`src/rtl/imem_loader_pkg.sv`:
```
// Shared types and constants for the instruction-memory loader.
// The CSUM state exists only when IMEM_LOADER_CHECKSUM_EN is defined.
package imem_loader_pkg;

  typedef enum logic [2:0] {
    ST_IDLE  = 3'd0,
    ST_LEN   = 3'd1,
    ST_DATA  = 3'd2,
    ST_WRITE = 3'd3,
    ST_DONE  = 3'd5,
    ST_ERR   = 3'd6
`ifdef IMEM_LOADER_CHECKSUM_EN
    , ST_CSUM = 3'd4
`endif
  } state_e;

  localparam int          BYTES_PER_WORD    = 4;
  localparam int          DEFAULT_DEPTH     = 256;
  localparam logic [31:0] DEFAULT_BASE_ADDR = 32'h0000_0000;

  // States in which the loader pulls bytes from the stream.
  function automatic logic accepts_bytes(input state_e s);
    logic acc;
    case (s)
      ST_LEN, ST_DATA: acc = 1'b1;
`ifdef IMEM_LOADER_CHECKSUM_EN
      ST_CSUM:         acc = 1'b1;
`endif
      default:         acc = 1'b0;
    endcase
    return acc;
  endfunction

endpackage

```
`src/rtl/imem_loader_byte_packer.sv`:
```
// Big-endian byte-to-word packer: the first byte of each group lands in [31:23+1].
// word_valid pulses combinationally with the 4th accepted byte so the FSM can act on that edge.
module byte_packer
  import imem_loader_pkg::*;
(
  input  logic        clk,
  input  logic        reset_n,
  input  logic        clear,
  input  logic        byte_en,
  input  logic [7:0]  byte_data,
  output logic        word_valid,
  output logic [31:0] word
);

  localparam int CNT_W = $clog2(BYTES_PER_WORD);

  logic [CNT_W-1:0] cnt_r;
  logic [23:0]      shift_r;

  // Byte counter (wraps naturally) and the three leading bytes of the word.
  always_ff @(posedge clk or negedge reset_n) begin
    if (!reset_n) begin
      cnt_r   <= '0;
      shift_r <= 24'h00_0000;
    end else if (clear) begin
      cnt_r   <= '0;
      shift_r <= 24'h00_0000;
    end else if (byte_en) begin
      cnt_r   <= cnt_r + CNT_W'(1);
      shift_r <= {shift_r[15:0], byte_data};
    end else begin
      cnt_r   <= cnt_r;
      shift_r <= shift_r;
    end
  end

  assign word_valid = byte_en && (cnt_r == CNT_W'(BYTES_PER_WORD - 1));
  assign word       = {shift_r, byte_data};

endmodule

```
`src/rtl/imem_loader.sv`:
```
// Streams a length-prefixed image into instruction memory while holding the core in reset.
// Define IMEM_LOADER_CHECKSUM_EN to require a trailing 32-bit sum of all written words.
module imem_loader
  import imem_loader_pkg::*;
#(
  parameter int          DEPTH     = DEFAULT_DEPTH,
  parameter logic [31:0] BASE_ADDR = DEFAULT_BASE_ADDR
) (
  input  logic        clk,
  input  logic        reset_n,
  input  logic        start,
  input  logic        rx_valid,
  input  logic [7:0]  rx_data,
  output logic        rx_ready,
  output logic        imem_we,
  output logic [31:0] imem_addr,
  output logic [31:0] imem_wdata,
  output logic        cpu_reset,
  output logic        done,
  output logic        err
);

`ifdef IMEM_LOADER_CHECKSUM_EN
  localparam state_e ST_TAIL = ST_CSUM;
  logic [31:0] sum_r;
`else
  localparam state_e ST_TAIL = ST_DONE;
`endif

  state_e      state_r, state_s;
  logic [31:0] n_words_r, idx_r, word_s;
  logic [31:0] imem_addr_r, imem_wdata_r;
  logic        word_valid_s, byte_en_s, load_start_s;
  logic        rx_ready_r, imem_we_r, cpu_reset_r, done_r, err_r;

  assign byte_en_s    = rx_valid && rx_ready_r;
  assign load_start_s = start && ((state_r == ST_IDLE) || (state_r == ST_DONE) || (state_r == ST_ERR));

  byte_packer u_packer (
    .clk        (clk),
    .reset_n    (reset_n),
    .clear      (load_start_s),
    .byte_en    (byte_en_s),
    .byte_data  (rx_data),
    .word_valid (word_valid_s),
    .word       (word_s)
  );

  // Next-state decode.
  always_comb begin
    state_s = state_r;
    case (state_r)
      ST_IDLE: begin
        if (start) state_s = ST_LEN;
        else       state_s = ST_IDLE;
      end
      ST_LEN: begin
        if (!word_valid_s)                 state_s = ST_LEN;
        else if (word_s == 32'd0)          state_s = ST_TAIL;
        else if (word_s > 32'(DEPTH))      state_s = ST_ERR;
        else                               state_s = ST_DATA;
      end
      ST_DATA: begin
        if (word_valid_s) state_s = ST_WRITE;
        else              state_s = ST_DATA;
      end
      ST_WRITE: begin
        if (idx_r + 32'd1 == n_words_r) state_s = ST_TAIL;
        else                            state_s = ST_DATA;
      end
`ifdef IMEM_LOADER_CHECKSUM_EN
      ST_CSUM: begin
        if (!word_valid_s)        state_s = ST_CSUM;
        else if (word_s == sum_r) state_s = ST_DONE;
        else                      state_s = ST_ERR;
      end
`endif
      ST_DONE, ST_ERR: begin
        if (start) state_s = ST_LEN;
        else       state_s = state_r;
      end
      default: state_s = ST_IDLE;
    endcase
  end

  // State register.
  always_ff @(posedge clk or negedge reset_n) begin
    if (!reset_n) state_r <= ST_IDLE;
    else          state_r <= state_s;
  end

  // Index/length tracking, write port and registered status outputs.
  always_ff @(posedge clk or negedge reset_n) begin
    if (!reset_n) begin
      idx_r        <= 32'd0;
      n_words_r    <= 32'd0;
      imem_we_r    <= 1'b0;
      imem_addr_r  <= BASE_ADDR;
      imem_wdata_r <= 32'd0;
      rx_ready_r   <= 1'b0;
      cpu_reset_r  <= 1'b1;
      done_r       <= 1'b0;
      err_r        <= 1'b0;
`ifdef IMEM_LOADER_CHECKSUM_EN
      sum_r        <= 32'd0;
`endif
    end else begin
      imem_we_r   <= (state_s == ST_WRITE);
      rx_ready_r  <= accepts_bytes(state_s);
      cpu_reset_r <= (state_s != ST_DONE);
      done_r      <= (state_s == ST_DONE);
      err_r       <= (state_s == ST_ERR);
      if (load_start_s) begin
        idx_r <= 32'd0;
`ifdef IMEM_LOADER_CHECKSUM_EN
        sum_r <= 32'd0;
`endif
      end
      if ((state_r == ST_LEN) && word_valid_s) n_words_r <= word_s;
      // Address and data are captured with the last byte and held until the next word.
      if ((state_r == ST_DATA) && word_valid_s) begin
        imem_addr_r  <= BASE_ADDR + {idx_r[29:0], 2'b00};
        imem_wdata_r <= word_s;
`ifdef IMEM_LOADER_CHECKSUM_EN
        sum_r        <= sum_r + word_s;
`endif
      end
      if (state_r == ST_WRITE) idx_r <= idx_r + 32'd1;
    end
  end

  assign rx_ready   = rx_ready_r;
  assign imem_we    = imem_we_r;
  assign imem_addr  = imem_addr_r;
  assign imem_wdata = imem_wdata_r;
  assign cpu_reset  = cpu_reset_r;
  assign done       = done_r;
  assign err        = err_r;

endmodule

```
`config.mk`:
```
export PLATFORM = sky130hd
export DESIGN_NAME = imem_loader
export DESIGN_NICKNAME = d
export VERILOG_FILES = /design/src/rtl/imem_loader_pkg.sv /design/src/rtl/imem_loader_byte_packer.sv /design/src/rtl/imem_loader.sv
export SDC_FILE = /design/constraint.sdc
export NUM_CORES = 1
export LEC_CHECK = 0
export BUFFER_PORTS_ARGS = -buffer_cell sky130_fd_sc_hd__buf_2
export CORE_UTILIZATION = 40
export CTS_BUF_LIST = sky130_fd_sc_hd__clkbuf_8
export DETAILED_ROUTE_END_ITERATION = 16
export SYNTH_ARGS = -nofsm -noshare
export SYNTH_HDL_FRONTEND = slang
export SYNTH_SLANG_ARGS = --single-unit
```
`constraint.sdc`:
```
create_clock -name clk -period 2.5 [get_ports clk]
set_input_delay 0 -clock clk [delete_from_list [all_inputs] [get_ports clk]]
set_output_delay 0 -clock clk [all_outputs]
set_load 0.01 [all_outputs]
```
# Yosys cells after proc, flatten, opt, wreduce, memory -nomap -nowiden
# Index checks and enable logic that the tools add are counted.
[word_totals] inputBits=12 out_inout_bits=69 regBits=160
[op_classes] n_reduce_logical=13 n_lt_le_gt_ge=1 n_mux=15 n_addsub=2 n_eq_ne=13
[ops] operator="$mux 32" count=2
[ops] operator="$mux 24" count=2
[ops] operator="$add 32x1->32 const B" count=1
[ops] operator="$eq 32x32->1" count=1
[ops] operator="$gt 32x9->1 const B" count=1
[ops] operator="$logic_not 32->1" count=1
[ops] operator="$mux 3" count=5
[ops] operator="$pmux 3 s5" count=1
[ops] operator="$eq 3x2->1 const B" count=4
[ops] operator="$eq 3x3->1 const B" count=4
[ops] operator="$eq 3x1->1 const B" count=2
[ops] operator="$logic_and 1x1->1" count=5
[ops] operator="$mux 2" count=2
[ops] operator="$reduce_bool 2->1" count=2
[ops] operator="$reduce_or 2->1" count=2
[ops] operator="$logic_not 3->1" count=1
[ops] operator="$mux 1" count=3
[ops] operator="$ne 3x3->1 const B" count=1
[ops] operator="$add 2x1->2 const B" count=1
[ops] operator="$eq 2x2->1 const B" count=1
[ops] operator="$logic_or 1x1->1" count=2

# Depth between registers and ports, before layout
# Gate-level depths: netlist of the first run.
[depth] word_depth=8 depth_mapped=9 ltp_nobuf=8

# By module
# From an unflattened synthesis of the first run, not the netlist that was laid out.
[unflattened] hier_cells=698 hier_area_um2=7901.3
[by_module_without_submodules] mod="imem_loader" area_each_um2=6747.7 seq_area_each_um2=3354.5 n_inst=1 cells_each=604
[by_module_without_submodules] mod="byte_packer" area_each_um2=1153.6 seq_area_each_um2=650.6 n_inst=1 cells_each=94

# Least setup slack after synthesis of the first run
# OpenSTA, ideal clock, no wires.
[synth_timing] kind="flip-flop to flip-flop" start="register idx_r[0]" end="register state_r[1]" stages_incl_launch_ff=10 slack_ns=-0.114 synth_period_minus_slack_ns=2.614 t_required_ns=2.368 arrival_time_ns=2.482 n_path_buf=1 setup_ns=0.132 cell_sequence="dfrtp_1 -> ha_1 -> buf_4 -> nand4_4 -> nor4_4 -> nand2_2 -> or4_1 -> a211oi_2 -> and4_1 -> o21ai_1"
[synth_between] elab_chain_len=4
[synth_rtl] element="start: declaration" line_no="imem_loader.sv:31" source="logic [31:0] n_words_r, idx_r, word_s;"
[synth_rtl] element="start signal: assignment" line_no="imem_loader.sv:128" source="if (state_r == ST_WRITE) idx_r <= idx_r + 32'd1;"
[synth_rtl] element="$add 32x1->32" line_no="imem_loader.sv:68" source="if (idx_r + 32'd1 == n_words_r) state_s = ST_TAIL;"
[synth_rtl] element="$eq 32x32->1" line_no="imem_loader.sv:68"
[synth_rtl] element="$mux 3" line_no="imem_loader.sv:68"
[synth_rtl] element="$pmux 3 s5" line_no="imem_loader.sv:52" source="case (state_r)"
[synth_rtl] element="named net state_s[1]" line_no="imem_loader.sv:30" source="state_e state_r, state_s;"
[synth_rtl] element="end signal: assignment" line_no="imem_loader.sv:89" source="else state_r <= state_s;"
[synth_rtl] element="end: declaration" line_no="imem_loader.sv:30"
# The timed path passes the listed nets, and every way through them passes these cells.
# A chain may end at the register's enable or synchronous reset.

# Worst setup path after layout of the first run
[layout_timing] start="register idx_r[1]" end="register state_r[2]"
# The elaborated chain is that of the path after synthesis.

==> flow_summary.json, run 1 <==
{
  "viasPerCell": 5.408,
  "crit_chain": "ha_4 -> nand4_4 -> buf_6 -> nor4_4 -> nand2_2 -> or4_4 -> a211oi_2 -> nand4_1 -> o21ai_1",
  "finalSetupTns_ps": 0,
  "synth_edf_count": 0,
  "drc_errors": 0,
  "final_util": 0.5240,
  "die_w_um": 142.2,
  "hold_path_class": "primary input to async pin",
  "maxSlewHeadroom": 0.4357,
  "syn_to_final_growth_pct": 26.36,
  "fp.dieH_um": 142.2,
  "final_max_slew_viol_count": 0,
  "place.gp.congestion": 0.9139,
  "ys_seq_elements": 160,
  "drive_above_1_share": 0.3757,
  "synth.distinct_cells": 60,
  "synthFlopType": "dfrtp_1",
  "crit_arrival_ps": 2840,
  "min_period_ps": 2447,
  "hpwl_um": 15160,
  "drv_cap": 0,
  "start_util": 0.4147,
  "fin_nets": 923,
  "drt_first_iter_violations": 572,
  "pwr_density_cell_nw_per_um2": 826.8,
  "n_fill_cell": 1726,
  "rrSetupSlack_ps": 50,
  "seq_area_um2": 4008,
  "h-tree-depth": 4,
  "cts_made_buffers": 17,
  "critPathKind": "register to register",
  "setup_violations": 0,
  "ir_worst_vdd_v": 0.0005913,
  "diodes": 0,
  "async_flop_share": 1.000,
  "post_dp_cell_area_um2": 9178,
  "detail-route-antenna-nets": 0,
  "finalCritPeriodShare": 0.9787,
  "clock_skew_ps": 19.42,
  "clock_latency_ps": 470,
  "numPortBuffers": 78,
  "antenna_found_initial": 0,
  "path_max_fanout": 5,
  "yosys.area.top_type": "dfrtp_1",
  "cts_root_buf": "clkbuf_8",
  "clk_pin_slew_ps": 110,
  "vias": 6387,
  "grt_max_degree": 65,
  "core_um2": 18960,
  "power_leakage_uw": 0.004773,
  "cts.sinks": 160,
  "hold_violations": 0,
  "multi_input_area_um2": 3760,
  "ys_seq_area_frac": 0.5095,
  "syn_avg_cell_area_um2": 10.57,
  "timing.hold.ws_ps": 93.13,
  "rows": 50,
  "finalInstanceArea_um2": 9933,
  "yosysTopAreaCellShare": 0.5061,
  "io_pins": 81,
  "outcome": "completed",
  "syn_inst": 744,
  "dp_slack_ps": -92.06,
  "cp_slowest_stage_delay_ps": 480,
  "startpoint_type": "register",
  "die-area_um2": 20220,
  "tightestPinTransition_ps": 844.4,
  "wire_per_inst_um": 17.98,
  "cts_tree": "built",
  "grt_usage": 0.2221,
  "wirelength_um": 21230,
  "ys_top_cells_by_area": "dfrtp_1 (51%), mux2_2 (13%), nand2_1 (4.4%)",
  "required_ps": 2890,
  "clk_path_buf_depth": 2,
  "syn_area_um2": 7861,
  "drt_pass1_iterations": 7,
  "max_freq_mhz": 408.7,
  "grt_first_pass_wirelength_um": 34020,
  "grt_pass1_vias": 6069,
  "rsz0062_at_grt": "yes",
  "setup_slack_ps": 53.32,
  "globalRouteOverflowTotal": 0,
  "end_kind": "register",
  "critPathSlowestCell": "or4_4",
  "ys_warn_count": 0
}
==> sequential cells by signal, indices dropped and copies added (netlist names) <==
signal and cells:
cpu_reset 1, u_packer.shift_r 24, u_packer.cnt_r 2, rx_ready 1
idx_r 32, imem_wdata 32, n_words_r 32, err 1
imem_we 1, state_r 3, imem_addr 30, done 1
==> report_power, final <==
group / internal (uW) / leakage, uW / switching (uW) / total, uW
Clock: 914 / 0.000195 / 1060 / 1980
Combinational: 1190 / 0.00241 / 1290 / 2480
Sequential: 3160 / 0.00217 / 597 / 3760
==> placed cells by master, fill, tap and decap left out, types with 7 or more instances in the layout <==
cell / instances
xor2_1: 17
nor4_1: 12
mux2_2: 93
nand3_1: 20
buf_6: 7
buf_2: 77
buf_4: 97
and2_1: 8
xnor2_1: 24
nor3_1: 8
clkbuf_8: 17
o31ai_1: 15
dlygate4sd3_1: 10
o21ai_0: 50
a21oi_1: 39
and3_1: 12
nand4_1: 11
dfrtp_1: 157
nor2_1: 35
and4_1: 8
nand2_1: 91
==> path summary, 6_finish.rpt <==
path                                                         to  cells past startpoint                  start
worst max register to register             state_r[2]$_DFF_PN0_                      9   idx_r[1]$_DFFE_PN0P_
max in group asynchronous            imem_wdata[20]$_DFFE_PN0P_                      3                reset_n
worst min-delay path                  imem_addr[12]$_DFFE_PN0P_                      2                reset_n
min in group clk                u_packer.shift_r[1]$_DFFE_PN0P_                      5               rx_valid
worst max-delay path                       state_r[2]$_DFF_PN0_                      9   idx_r[1]$_DFFE_PN0P_
worst min register to register            idx_r[31]$_DFFE_PN0P_                      1  idx_r[31]$_DFFE_PN0P_
==> worst max-delay path, delay by kind of cell, from the launching register on <==
kind                     cells  cell delay (ps)
AO/OA/AOI/OAI                2              400
adder cells (fa/ha/maj)      1              190
buffers and inverters        1              170
flip-flops                   1              430
AND/OR/NAND/NOR              5             1150
==> cells in the mapped netlist (3+ instances only) <==
master / instances
dfrtp_1: 159
mux2_2: 93
nand2_1: 92
o21ai_0: 50
a21oi_1: 39
nor2_1: 37
clkbuf_1: 31
xnor2_1: 25
nand3_1: 21
xor2_1: 17
nor4_1: 15
o31ai_1: 15
and3_1: 12
buf_2: 12
nand4_1: 11
nor3_1: 11
and4_1: 10
and2_1: 8
or3_1: 7
inv_1: 6
o41ai_1: 6
buf_4: 5
nand2b_1: 4
o21ai_1: 4
or4_1: 4
a31oi_1: 3
o22ai_1: 3
==> final cells by class <==
class                   instances  share of cell area
flip-flops and latches        160              0.4035
multi-input cells             527              0.3785
repair buffers                197              0.1422
well taps                     260             0.03275
clock buffers                  17             0.02355
clock inverters                14             0.01726
inverters                       6            0.002267
==> routing by layer <==
metal,vias to the layer above,share of wire,global-route usage
met5,-,0,0
met4,0,0.016,0.06621
met3,27,0.055,0.04273
met2,201,0.46,0.3390
met1,3152,0.47,0.3187
li1,3007,-,-
==> cell families after synthesis <==
group / share of synthesized area
AO/OA/AOI/OAI: 0.1060
XOR/XNOR: 0.04679
adder cells (fa/ha/maj): 0.003183
AND/OR/NAND/NOR: 0.1673
other: 0.0004770
multiplexers: 0.1345
flip-flops: 0.5095
buffers and inverters: 0.03231
==> repair_timing <==
action / 4_1_cts / 5_1_grt
buffers inserted: 0 / 10
hold endpoints to repair: 153 / 0
setup endpoints to repair: 6 / 6
pin swaps: 4 / 14
gates resized for setup: 9 / 22
hold buffers: 10 / 0
==> per-stage QoR <==
stage / power [uW] / cells
floorplan: 5108 / 745
CTS: 8175 / 1171
finish: 8213 / 1181
detailed placement: 6131 / 1130
global placement: 6085 / 1130
global route: 8720 / 1181
No activity file was read; power rests on OpenSTA's default activity.
==> run 2: changes to the inputs <==
Settings changed: CAP_MARGIN set to 10, CORE_UTILIZATION 40 to 55, PLACE_DENSITY set to 0.78.
==> run 2 against run 1 <==
Sequential share of layout area up 1.0 points. Register-to-register slack lost 40 ps. Combinational power about the same. Count of clock-buffer cells in the layout is 2 higher. Global-route usage is 7.8 points higher. Total power down 0.92%. Sequential power about the same. Clock skew fell by 10 ps. Wire length decreased by 0.37%. Critical endpoint is now rx_ready$_DFF_PN0_. Largest cell class unchanged. Highest routed layer unchanged.
==> flow_summary.json, run 2 (same netlist as run 1, synthesis figures left out) <==
{
  "finalCritPeriodShare": 0.9943,
  "crit_chain": "nand4_4 -> buf_6 -> nor4_4 -> nand2_2 -> or4_4 -> a211oi_4 -> and4_4 -> o2bb2ai_2",
  "numPortBuffers": 78,
  "core_um2": 13930,
  "io_pins": 81,
  "clk_pin_slew_ps": 90,
  "power_uw": 8138,
  "h-tree-depth": 4,
  "syn_to_final_growth_pct": 23.22,
  "die_w_um": 121.6,
  "die-area_um2": 14780,
  "drive_above_1_share": 0.3733,
  "start_util": 0.5642,
  "n_fill_cell": 1060,
  "ir_worst_vdd_v": 0.0007049,
  "clock_latency_ps": 460,
  "wire_per_inst_um": 19.44,
  "required_ps": 2860,
  "fin_cells": 1088,
  "path_max_fanout": 6,
  "min_period_ps": 2486,
  "viasPerCell": 5.949,
  "cp_slowest_stage_delay_ps": 540,
  "crit_arrival_ps": 2840,
  "mostFrequentLayoutCells": "dfrtp_1 (156), mux2_2 (93), nand2_1 (91)",
  "setup_violations": 0,
  "cts_tree": "built",
  "end_kind": "register",
  "startpoint_type": "register",
  "final_max_slew_viol_count": 0,
  "cts_made_buffers": 17,
  "antenna_found_initial": 0,
  "rows": 43,
  "drt_pass1_iterations": 5,
  "clock_skew_ps": 9.136,
  "hold_violations": 0,
  "critPathKind": "register to register",
  "place.gp.congestion": 0.9137,
  "hold_path_class": "primary input to register",
  "hpwl_um": 15270,
  "clk_path_buf_depth": 2,
  "power_leakage_uw": 0.004690,
  "detail-route-antenna-nets": 0,
  "critPathSlowestCell": "dfrtp_1",
  "tightestPinTransition_ps": 817.5,
  "outcome": "completed",
  "vias": 6473,
  "cts.sinks": 160,
  "max_freq_mhz": 402.3,
  "pwr_density_cell_nw_per_um2": 840.1,
  "finalSetupTns_ps": 0,
  "drt_first_iter_violations": 399,
  "drc_errors": 0,
  "grt_max_degree": 65,
  "maxSlewHeadroom": 0.4537,
  "grt_first_pass_wirelength_um": 33240,
  "dpl.cell_count": 1041,
  "grt_pass1_vias": 6348,
  "globalRouteOverflowTotal": 0,
  "drv_cap": 0,
  "fp.dieH_um": 121.6,
  "final_common_cell": "dfrtp_1",
  "wirelength_um": 21150,
  "grt_usage": 0.3000,
  "cts_root_buf": "clkbuf_8",
  "rsz0062_at_grt": "yes",
  "diodes": 0,
  "fin_nets": 910
}
-- run 2: through the flow --
step	setup slack, ps	util	area, um^2	hold WS, ps
floorplan	2.339	-	7871	-295.6
global placement	-61.08	0.6448	8985	18.69
detailed placement	-149.4	0.6448	8985	29.68
CTS	1.677	0.6812	9492	10.23
global route	-123.2	0.6952	9687	68.43
finish	14.34	0.6952	9687	26.86
-- run 2: layout make-up --
cell class              instances  area (um^2)  share of cell area
flip-flops and latches        160         4009              0.4138
multi-input cells             527         3774              0.3896
repair buffers                184         1270              0.1311
clock buffers                  19        261.5             0.02700
well taps                     180        225.2             0.02325
clock inverters                12        125.1             0.01292
inverters                       6        22.52            0.002325
-- run 2: final timing paths --
| kind | startpoint | to | slack [ps] | depth (start not counted) |
|---|---|---|---|---|
| setup / recovery | idx_r[7]$_DFFE_PN0P_ | rx_ready$_DFF_PN0_ | 10 | 8 |
| hold / removal | rx_valid | u_packer.cnt_r[1]$_DFFE_PN0P_ | 30 | 4 |
| setup reg to reg | idx_r[7]$_DFFE_PN0P_ | rx_ready$_DFF_PN0_ | 10 | 8 |
| hold reg to reg | idx_r[31]$_DFFE_PN0P_ | idx_r[31]$_DFFE_PN0P_ | 500 | 1 |
| max in group asynchronous | reset_n | u_packer.shift_r[9]$_DFFE_PN0P_ | 1520 | 4 |
| min in group asynchronous | reset_n | idx_r[11]$_DFFE_PN0P_ | 80 | 2 |
-- run 2: worst max-delay path, delay by kind of cell (launching register included) --
kind                   cells  cell delay, ps
AOI/OAI and AO/OA          2             340
and+or+nand+nor            5            1330
DFF                        1             540
buffers and inverters      1             170
-- run 2: per-layer routing --
layer	part of all wire	up-vias	track usage
met5	0	-	0
met4	0.022	0	0.1103
met3	0.055	34	0.04775
met2	0.47	214	0.4822
met1	0.45	3246	0.4110
li1	-	2979	-
-- run 2: repair_timing --
action / 4_1_cts / 5_1_grt
setup buffers: 0 / 6
endpoints found under the setup margin: 6 / 6
pin swaps: 3 / 15
hold buffers: 10 / 0
resized for setup: 6 / 30
hold endpoints to repair: 126 / 0
-- run 2: report_power, final --
part           total (uW)  internal, uW  leakage (uW)  switching, uW
clock                1890           863      0.000193           1030
sequential           3780          3160       0.00217            622
combinational        2470          1150       0.00233           1320
total                8140          5170       0.00469           2970
